[src/rtl/shift_reg8_if.sv]
// Data, mode and status signals of the slow-strobe shift register.
// The slave modport is the register; the master modport is whoever drives it.
interface shift_reg8_if #(
  parameter int WIDTH = 8
);
  logic             slow_clk;
  logic [2:0]       mode;
  logic             ser_in;
  logic [WIDTH-1:0] d;
  logic [WIDTH-1:0] q;
  logic             ser_out;
  logic [3:0]       shift_cnt;
  logic             done;

  modport slave (
    input  slow_clk,
    input  mode,
    input  ser_in,
    input  d,
    output q,
    output ser_out,
    output shift_cnt,
    output done
  );

  modport master (
    output slow_clk,
    output mode,
    output ser_in,
    output d,
    input  q,
    input  ser_out,
    input  shift_cnt,
    input  done
  );
endinterface

[src/rtl/shift_reg8.sv]
// Multi-mode shift register clocked by the system clock.
// It performs one shift or rotate per synchronized rising edge of the divider strobe.
module shift_reg8 #(
  parameter int WIDTH   = 8,
  parameter int CNT_MAX = 8
) (
  input  logic         clk,
  input  logic         reset,
  shift_reg8_if.slave  bus
);

  localparam logic [2:0] M_HOLD  = 3'b000;
  localparam logic [2:0] M_SHL   = 3'b001;
  localparam logic [2:0] M_SHR   = 3'b010;
  localparam logic [2:0] M_ROTL  = 3'b011;
  localparam logic [2:0] M_ROTR  = 3'b100;
  localparam logic [2:0] M_ASR   = 3'b101;
  localparam logic [2:0] M_LOAD  = 3'b110;
  localparam logic [2:0] M_CLEAR = 3'b111;

  localparam logic [3:0] CNT_SAT = 4'(CNT_MAX);
  localparam logic [3:0] CNT_PRE = 4'(CNT_MAX - 1);

  logic             r_sync1;
  logic             r_sync2;
  logic             r_prev;
  logic             r_armed;
  logic [1:0]       r_fill;
  logic [WIDTH-1:0] r_q;
  logic             r_ser_out;
  logic [3:0]       r_cnt;
  logic             r_done;

  logic             w_step;
  logic             w_shift;
  logic [WIDTH-1:0] w_q_nxt;
  logic             w_ser_nxt;
  logic [3:0]       w_cnt_nxt;
  logic             w_done_nxt;

  assign w_step = r_sync2 & ~r_prev & r_armed;

  // Next register, serial-out, count and done values for the selected mode
  always_comb begin
    w_q_nxt    = r_q;
    w_ser_nxt  = r_ser_out;
    w_cnt_nxt  = r_cnt;
    w_done_nxt = 1'b0;
    w_shift    = 1'b0;
    case (bus.mode)
      M_LOAD: begin
        w_q_nxt   = bus.d;
        w_cnt_nxt = 4'd0;
      end
      M_CLEAR: begin
        w_q_nxt   = '0;
        w_cnt_nxt = 4'd0;
        w_ser_nxt = 1'b0;
      end
      M_SHL: begin
        w_shift = w_step;
        if (w_step) begin
          w_q_nxt   = {r_q[WIDTH-2:0], bus.ser_in};
          w_ser_nxt = r_q[WIDTH-1];
        end else begin
          w_q_nxt = r_q;
        end
      end
      M_SHR: begin
        w_shift = w_step;
        if (w_step) begin
          w_q_nxt   = {bus.ser_in, r_q[WIDTH-1:1]};
          w_ser_nxt = r_q[0];
        end else begin
          w_q_nxt = r_q;
        end
      end
      M_ROTL: begin
        w_shift = w_step;
        if (w_step) begin
          w_q_nxt   = {r_q[WIDTH-2:0], r_q[WIDTH-1]};
          w_ser_nxt = r_q[WIDTH-1];
        end else begin
          w_q_nxt = r_q;
        end
      end
      M_ROTR: begin
        w_shift = w_step;
        if (w_step) begin
          w_q_nxt   = {r_q[0], r_q[WIDTH-1:1]};
          w_ser_nxt = r_q[0];
        end else begin
          w_q_nxt = r_q;
        end
      end
      M_ASR: begin
        w_shift = w_step;
        if (w_step) begin
          w_q_nxt   = {r_q[WIDTH-1], r_q[WIDTH-1:1]};
          w_ser_nxt = r_q[0];
        end else begin
          w_q_nxt = r_q;
        end
      end
      M_HOLD: begin
        w_shift = 1'b0;
      end
      default: begin
        w_shift = 1'b0;
      end
    endcase

    if (w_shift) begin
      w_cnt_nxt  = (r_cnt == CNT_SAT) ? r_cnt : r_cnt + 4'd1;
      w_done_nxt = (r_cnt == CNT_PRE);
    end else begin
      w_done_nxt = 1'b0;
    end
  end

  // Strobe synchronizer, edge detector and datapath state
  always_ff @(posedge clk or negedge reset) begin
    if (!reset) begin
      r_sync1   <= 1'b0;
      r_sync2   <= 1'b0;
      r_prev    <= 1'b0;
      r_armed   <= 1'b0;
      r_fill    <= 2'b00;
      r_q       <= '0;
      r_ser_out <= 1'b0;
      r_cnt     <= 4'd0;
      r_done    <= 1'b0;
    end else begin
      r_sync1   <= bus.slow_clk;
      r_sync2   <= r_sync1;
      r_prev    <= r_sync2;
      // Arm only once r_sync2 holds a real sample, so a strobe already high at release never steps
      r_fill    <= {r_fill[0], 1'b1};
      r_armed   <= r_armed | (r_fill[1] & ~r_sync2);
      r_q       <= w_q_nxt;
      r_ser_out <= w_ser_nxt;
      r_cnt     <= w_cnt_nxt;
      r_done    <= w_done_nxt;
    end
  end

  assign bus.q         = r_q;
  assign bus.ser_out   = r_ser_out;
  assign bus.shift_cnt = r_cnt;
  assign bus.done      = r_done;

endmodule

[src/flat_wrapper.sv]
// flat-port wrapper written by rule: the top's interface ports become plain ports
module shift_reg8_flat 
#(
  parameter int WIDTH   = 8,
  parameter int CNT_MAX = 8
)
  (clk, reset, bus_slow_clk, bus_mode, bus_ser_in, bus_d, bus_q, bus_ser_out, bus_shift_cnt, bus_done);
  shift_reg8_if #(.WIDTH(WIDTH)) bus_i ();
  input  logic clk;
  input  logic reset;
  input wire logic [$bits(bus_i.slow_clk)-1:0] bus_slow_clk;
  input wire logic [$bits(bus_i.mode)-1:0] bus_mode;
  input wire logic [$bits(bus_i.ser_in)-1:0] bus_ser_in;
  input wire logic [$bits(bus_i.d)-1:0] bus_d;
  output wire logic [$bits(bus_i.q)-1:0] bus_q;
  output wire logic [$bits(bus_i.ser_out)-1:0] bus_ser_out;
  output wire logic [$bits(bus_i.shift_cnt)-1:0] bus_shift_cnt;
  output wire logic [$bits(bus_i.done)-1:0] bus_done;
  assign bus_i.slow_clk = bus_slow_clk;
  assign bus_i.mode = bus_mode;
  assign bus_i.ser_in = bus_ser_in;
  assign bus_i.d = bus_d;
  assign bus_q = bus_i.q;
  assign bus_ser_out = bus_i.ser_out;
  assign bus_shift_cnt = bus_i.shift_cnt;
  assign bus_done = bus_i.done;
  shift_reg8 #(.WIDTH(WIDTH), .CNT_MAX(CNT_MAX)) u_core (.clk(clk), .reset(reset), .bus(bus_i));
endmodule
[config.mk]
export PLATFORM = sky130hd
export DESIGN_NAME = shift_reg8_flat
export DESIGN_NICKNAME = d
export VERILOG_FILES = /design/src/rtl/shift_reg8_if.sv /design/src/rtl/shift_reg8.sv /design/src/flat_wrapper.sv
export SDC_FILE = /design/constraint.sdc
export NUM_CORES = 1
export LEC_CHECK = 0
export BUFFER_PORTS_ARGS = -buffer_cell sky130_fd_sc_hd__buf_2
export CORE_MARGIN = 3
export CORE_UTILIZATION = 30
export CTS_BUF_LIST = sky130_fd_sc_hd__clkbuf_16
export DETAILED_ROUTE_END_ITERATION = 8
export SYNTH_ARGS = -nofsm -noshare
export SYNTH_HDL_FRONTEND = slang
export SYNTH_SLANG_ARGS = --single-unit
[constraint.sdc]
create_clock -name clk -period 1.7 [get_ports clk]
set_clock_uncertainty 0.05 [all_clocks]
set_input_delay 0.085 -clock clk [delete_from_list [all_inputs] [get_ports clk]]
set_output_delay 0.085 -clock clk [all_outputs]
set_load 0.03 [all_outputs]
# Yosys cells after proc, flatten, opt, wreduce, memory -nomap -nowiden
# Index checks and enable logic that the tools add are counted.
# op_classes
n_eq_ne,17
bitwise,7
reduce_logical,12
n_mux,14
addsub,1
# op_table
op,count
$pmux 8 s7,1
$mux 8,4
$ne 2x1->1 const B,7
$eq 3x3->1 const B,4
$mux 4,3
$reduce_and 6->1,2
$mux 7,1
$reduce_bool 7->1,1
$eq 3x2->1 const B,2
$reduce_bool 6->1,1
$reduce_or 5->1,1
$add 4x1->4 const B,1
$eq 4x3->1 const B,1
$eq 4x4->1 const B,1
$mux 1,4
$reduce_or 2->1,2
$and 1x1->1,3
$eq 3x1->1 const B,1
$not 1->1,3
$pmux 1 s3,1
$reduce_and 3->1,1
$reduce_bool 3->1,1
$reduce_or 3->1,1
$ne 2x2->1 const B,1
other kinds (3),3
# word_totals
ff_bits,20
wordCells,61
input_bits,15
out_inout_bits,14

# Longest topological paths before layout
# depth
ltp_word,6
ltp_mapped,6
depth_no_buf,5

# Worst setup path after synthesis
# No wires, ideal clock.
# synth_timing
path_kind,flip-flop to flip-flop
start,register u_core.r_cnt[0] (netlist: u_core.bus.shift_cnt[0])
end,register u_core.r_cnt[1] (netlist: u_core.bus.shift_cnt[1])
n_path_buf,0
required_time_ns,1.531
synth_period_minus_slack_ns,1.582
slack_ns,0.118
setup_ns,0.119
stages_incl_launch_ff,6
t_arrival_ns,1.413
path_cell_list,dfrtp_1 -> inv_1 -> ha_1 -> a311oi_4 -> mux2i_1 -> nor2_1
# synth_via
elab_chain_len,3
word_cells_on_any_way,6
# synth_lines
element,line,source
"start, declared",shift_reg8.sv:31,logic [3:0] r_cnt;
"start signal, assigned",shift_reg8.sv:142,r_cnt <= w_cnt_nxt;
$add 4x1->4 / $eq 4x4->1 (equally long branches),shift_reg8.sv:114,w_cnt_nxt = (r_cnt == CNT_SAT) ? r_cnt : r_cnt + 4'd1;
$mux 4 / $ne 2x2->1 (equally long branches),--,
$mux 4 / $reduce_and 2->1 (equally long branches),--,
# Parallel ways exist; a longest one is shown, timed or not. The select of a mux whose other input is x is not followed.
# A chain may end at the register's enable or synchronous reset.

# Worst setup path after layout
# layout_timing
start,register u_core.r_prev
end,register u_core.r_q[0] (netlist: u_core.bus.q[0])
# layout_via
elab_chain_len,5
word_cells_on_any_way,9
# layout_lines
element,line,source
"start, declared",shift_reg8.sv:26,logic r_prev;
"start signal, assigned",shift_reg8.sv:136,r_prev <= r_sync2;
$not 1->1 *,shift_reg8.sv:41,assign w_step = r_sync2 & ~r_prev & r_armed;
$and 1x1->1 * (2 in a row),shift_reg8.sv:41,
$ne 2x1->1 (no source line),--,
$reduce_and 6->1 (no source line) *,--,
"end signal, assigned",shift_reg8.sv:140,r_q <= w_q_nxt;
"end, declared",shift_reg8.sv:29,logic [WIDTH-1:0] r_q;
# Mark *: on every way between the ends. The rest lies on a longest branch, timed or not.

==> impl_metrics.toml <==
[placed_design]
numPortBuffers = 28
place_hpwl_um = 2150
dp.cells = 193
gp_congestion = 0.757
dp_slack_ps = 187

[layout]
drive_above_1_share_pct = 30.9
final_net_count = 167
layout_commonest_cell = "buf_2"
syn_to_final_growth_pct = 20.0
num_antenna_cells = 0
fin_util_pct = 38.0
layout.cells.non_filler = 199
mostFrequentLayoutCells = "28 x buf_2, 20 x dfrtp_1, 10 x a21oi_1"

[power_and_ir_drop]
p_per_area_nw_per_um2 = 1160
p_total_uw = 1800
leakage_uw = 0.000676
peakVddDrop_uv = 597

[clocking]
path_clk_slew_ps = 60
htree_levels = 1
cts_buffer_depth = 2
numCtsBuffers = 3
clkLatencyLatePin_ps = 250
cts_tree = "done"
cts-resized-gates = 0
cts-root-buf = "clkbuf_16"
clock_sinks = 20

[detailed_routing]
wl_per_cell_um = 15.2
routed_wl_um = 3030
drcViolationCount = 0
drt_first_pass_iters = 6
num_vias = 1097
drt_first_iter_violations = 115
ant_nets = 0
avgViaCountPerCell = 5.51

[outcome]
status = "completed"

[critical_path]
cp_max_fo = 14
reg2reg_from = "u_core.r_prev"
start_kind = "register"
reg2reg_to = "u_core.bus.q[0]"
crit_arrival_ps = 1640
end_kind = "register"
endpoint = "u_core.bus.q[0]"
ff2ff_path_depth = 4
crit_required_ps = 1820
startpoint = "u_core.r_prev"
reg2reg_slack_ps = 180
path_class = "register to register"

[die]
rows = 23
fp.dieH_um = 71.7
die_w_um = 71.7
num_io_pins = 29
die_area_um2 = 5140
initial_core_util_pct = 31.7
core_area_um2 = 4090

[global_route]
grt-ovfl-total = 0
grt_max_degree = 21
grt_pass1_vias = 1094
track_usage_pct = 12.3
antenna_found_initial = 0
grt_pass1_wl_um = 5090

[synthesis]
syn_nets = 141
synth-edff-count = 0
async_reset_ff_share_pct = 100
yosys_warnings = 0
ys_seq_elements = 20
ys_types = 43
synth_ff_type = "dfrtp_1"
syn_area_um2 = 1290
syn_area_per_cell_um2 = 10.4
synth_cells = 124
synth_seq_area_share_pct = 38.6

[sta]
period_minus_slack_ps = 1520
hold_violations = 0
rsz0062_at_grt = "false"
fin_crit_sh_pct = 89.4
slew_violations = 0
setup_violations = 0
fin_tns_setup_ps = 0
layout_setup_ws_ps = 180
clock.fmax_ghz = 0.658

[run]
maxCapViolCount = 0

[min_path]
min_path_type = "input pin to asynchronous set/reset pin"
[Yosys cell counts (all sizes together) (2+ instances only)]
cell | instances | area, um^2
dfrtp | 20 | 500
a21oi | 10 | 50.1
buf | 10 | 83.8
nor2 | 9 | 43.8
mux2i | 8 | 80.1
inv | 7 | 26.3
o21ai | 7 | 35.0
a211oi | 6 | 45.0
a222oi | 6 | 60.1
o22a | 6 | 52.6
a311oi | 3 | 43.8
mux2 | 3 | 33.8
nor2b | 3 | 26.3
nor3 | 3 | 31.3
clkbuf | 2 | 7.51
ha | 2 | 25.0
nand2 | 2 | 7.51
nor4b | 2 | 17.5
xnor2 | 2 | 17.5
[metal layers]
layer  GRT usage (%)  routed length [um]  up-vias
met2            20.3                1480       43
met1            15.8                1330      535
li1                -                   -      515
met4            4.18                  24        0
met3            2.81                 200        4
met5               0                   0        -
[per-stage QoR]
step	instance area (um^2)	hold slack (ps)
after floorplan	1290	-261
after global placement	1430	8.28
after detailed placement	1430	16.6
after CTS	1550	284
after global routing	1550	305
final	1550	266
[final cells by class]
class / instances / area (um^2)
clock buffer: 3 / 75.1
clock inverter: 1 / 30.0
fill: 421 / 2530
inverter: 7 / 26.3
multi-input combinational: 85 / 677
sequential: 20 / 500
tap: 50 / 62.6
timing repair buffer: 33 / 183
[worst min-delay path by stage]
stage	to	slack, ps	startpoint
finish	u_core.bus.q[3]	270	reset
global route	u_core.bus.q[5]	310	bus_d[5]
CTS	u_core.bus.q[5]	280	bus_d[5]
detailed placement	u_core.r_fill[1]	20	reset
global placement	u_core.bus.q[4]	8	reset
floorplan	u_core.bus.done	-260	reset
[flip-flops by register name, summed over array words and instances (netlist names)]
register              flops
u_core.bus.done           1
u_core.bus.q              8
u_core.bus.ser_out        1
u_core.bus.shift_cnt      4
u_core.r_armed            1
u_core.r_fill             2
u_core.r_prev             1
u_core.r_sync1            1
u_core.r_sync2            1
[report_power, final]
part	leakage [uW]	switching (uW)	internal [uW]
Combinational	0.000386	313	191
Sequential	0.000240	93.8	547
Clock	0.0000511	183	467
Total	0.000676	590	1210
[cell families (layout without fill, tap and decap cells)]
kind of cell	after synthesis	count (layout)	synth area share [%]
flip-flops	20	20	38.6
multiplexers	11	11	8.79
buffers and inverters	19	44	9.08
XOR/XNOR	2	2	1.35
AND/OR/NAND/NOR	26	26	14.4
adder cells (fa/ha/maj)	2	2	1.93
AO/OA/AOI/OAI	43	43	25.5
other	1	1	0.290
[worst max-delay path: stages, from the launching register on]
cell and delay (ps):
dfrtp_1 360, nand3b_4 260, nor2_2 180, o2bb2a_1 340, mux2i_1 250
[repair_timing]
item,4_1_cts,5_1_grt
endpoints found under the hold margin,21,0
buffers inserted,0,0
hold buffers,2,0
No activity file was read; power rests on OpenSTA's default activity.
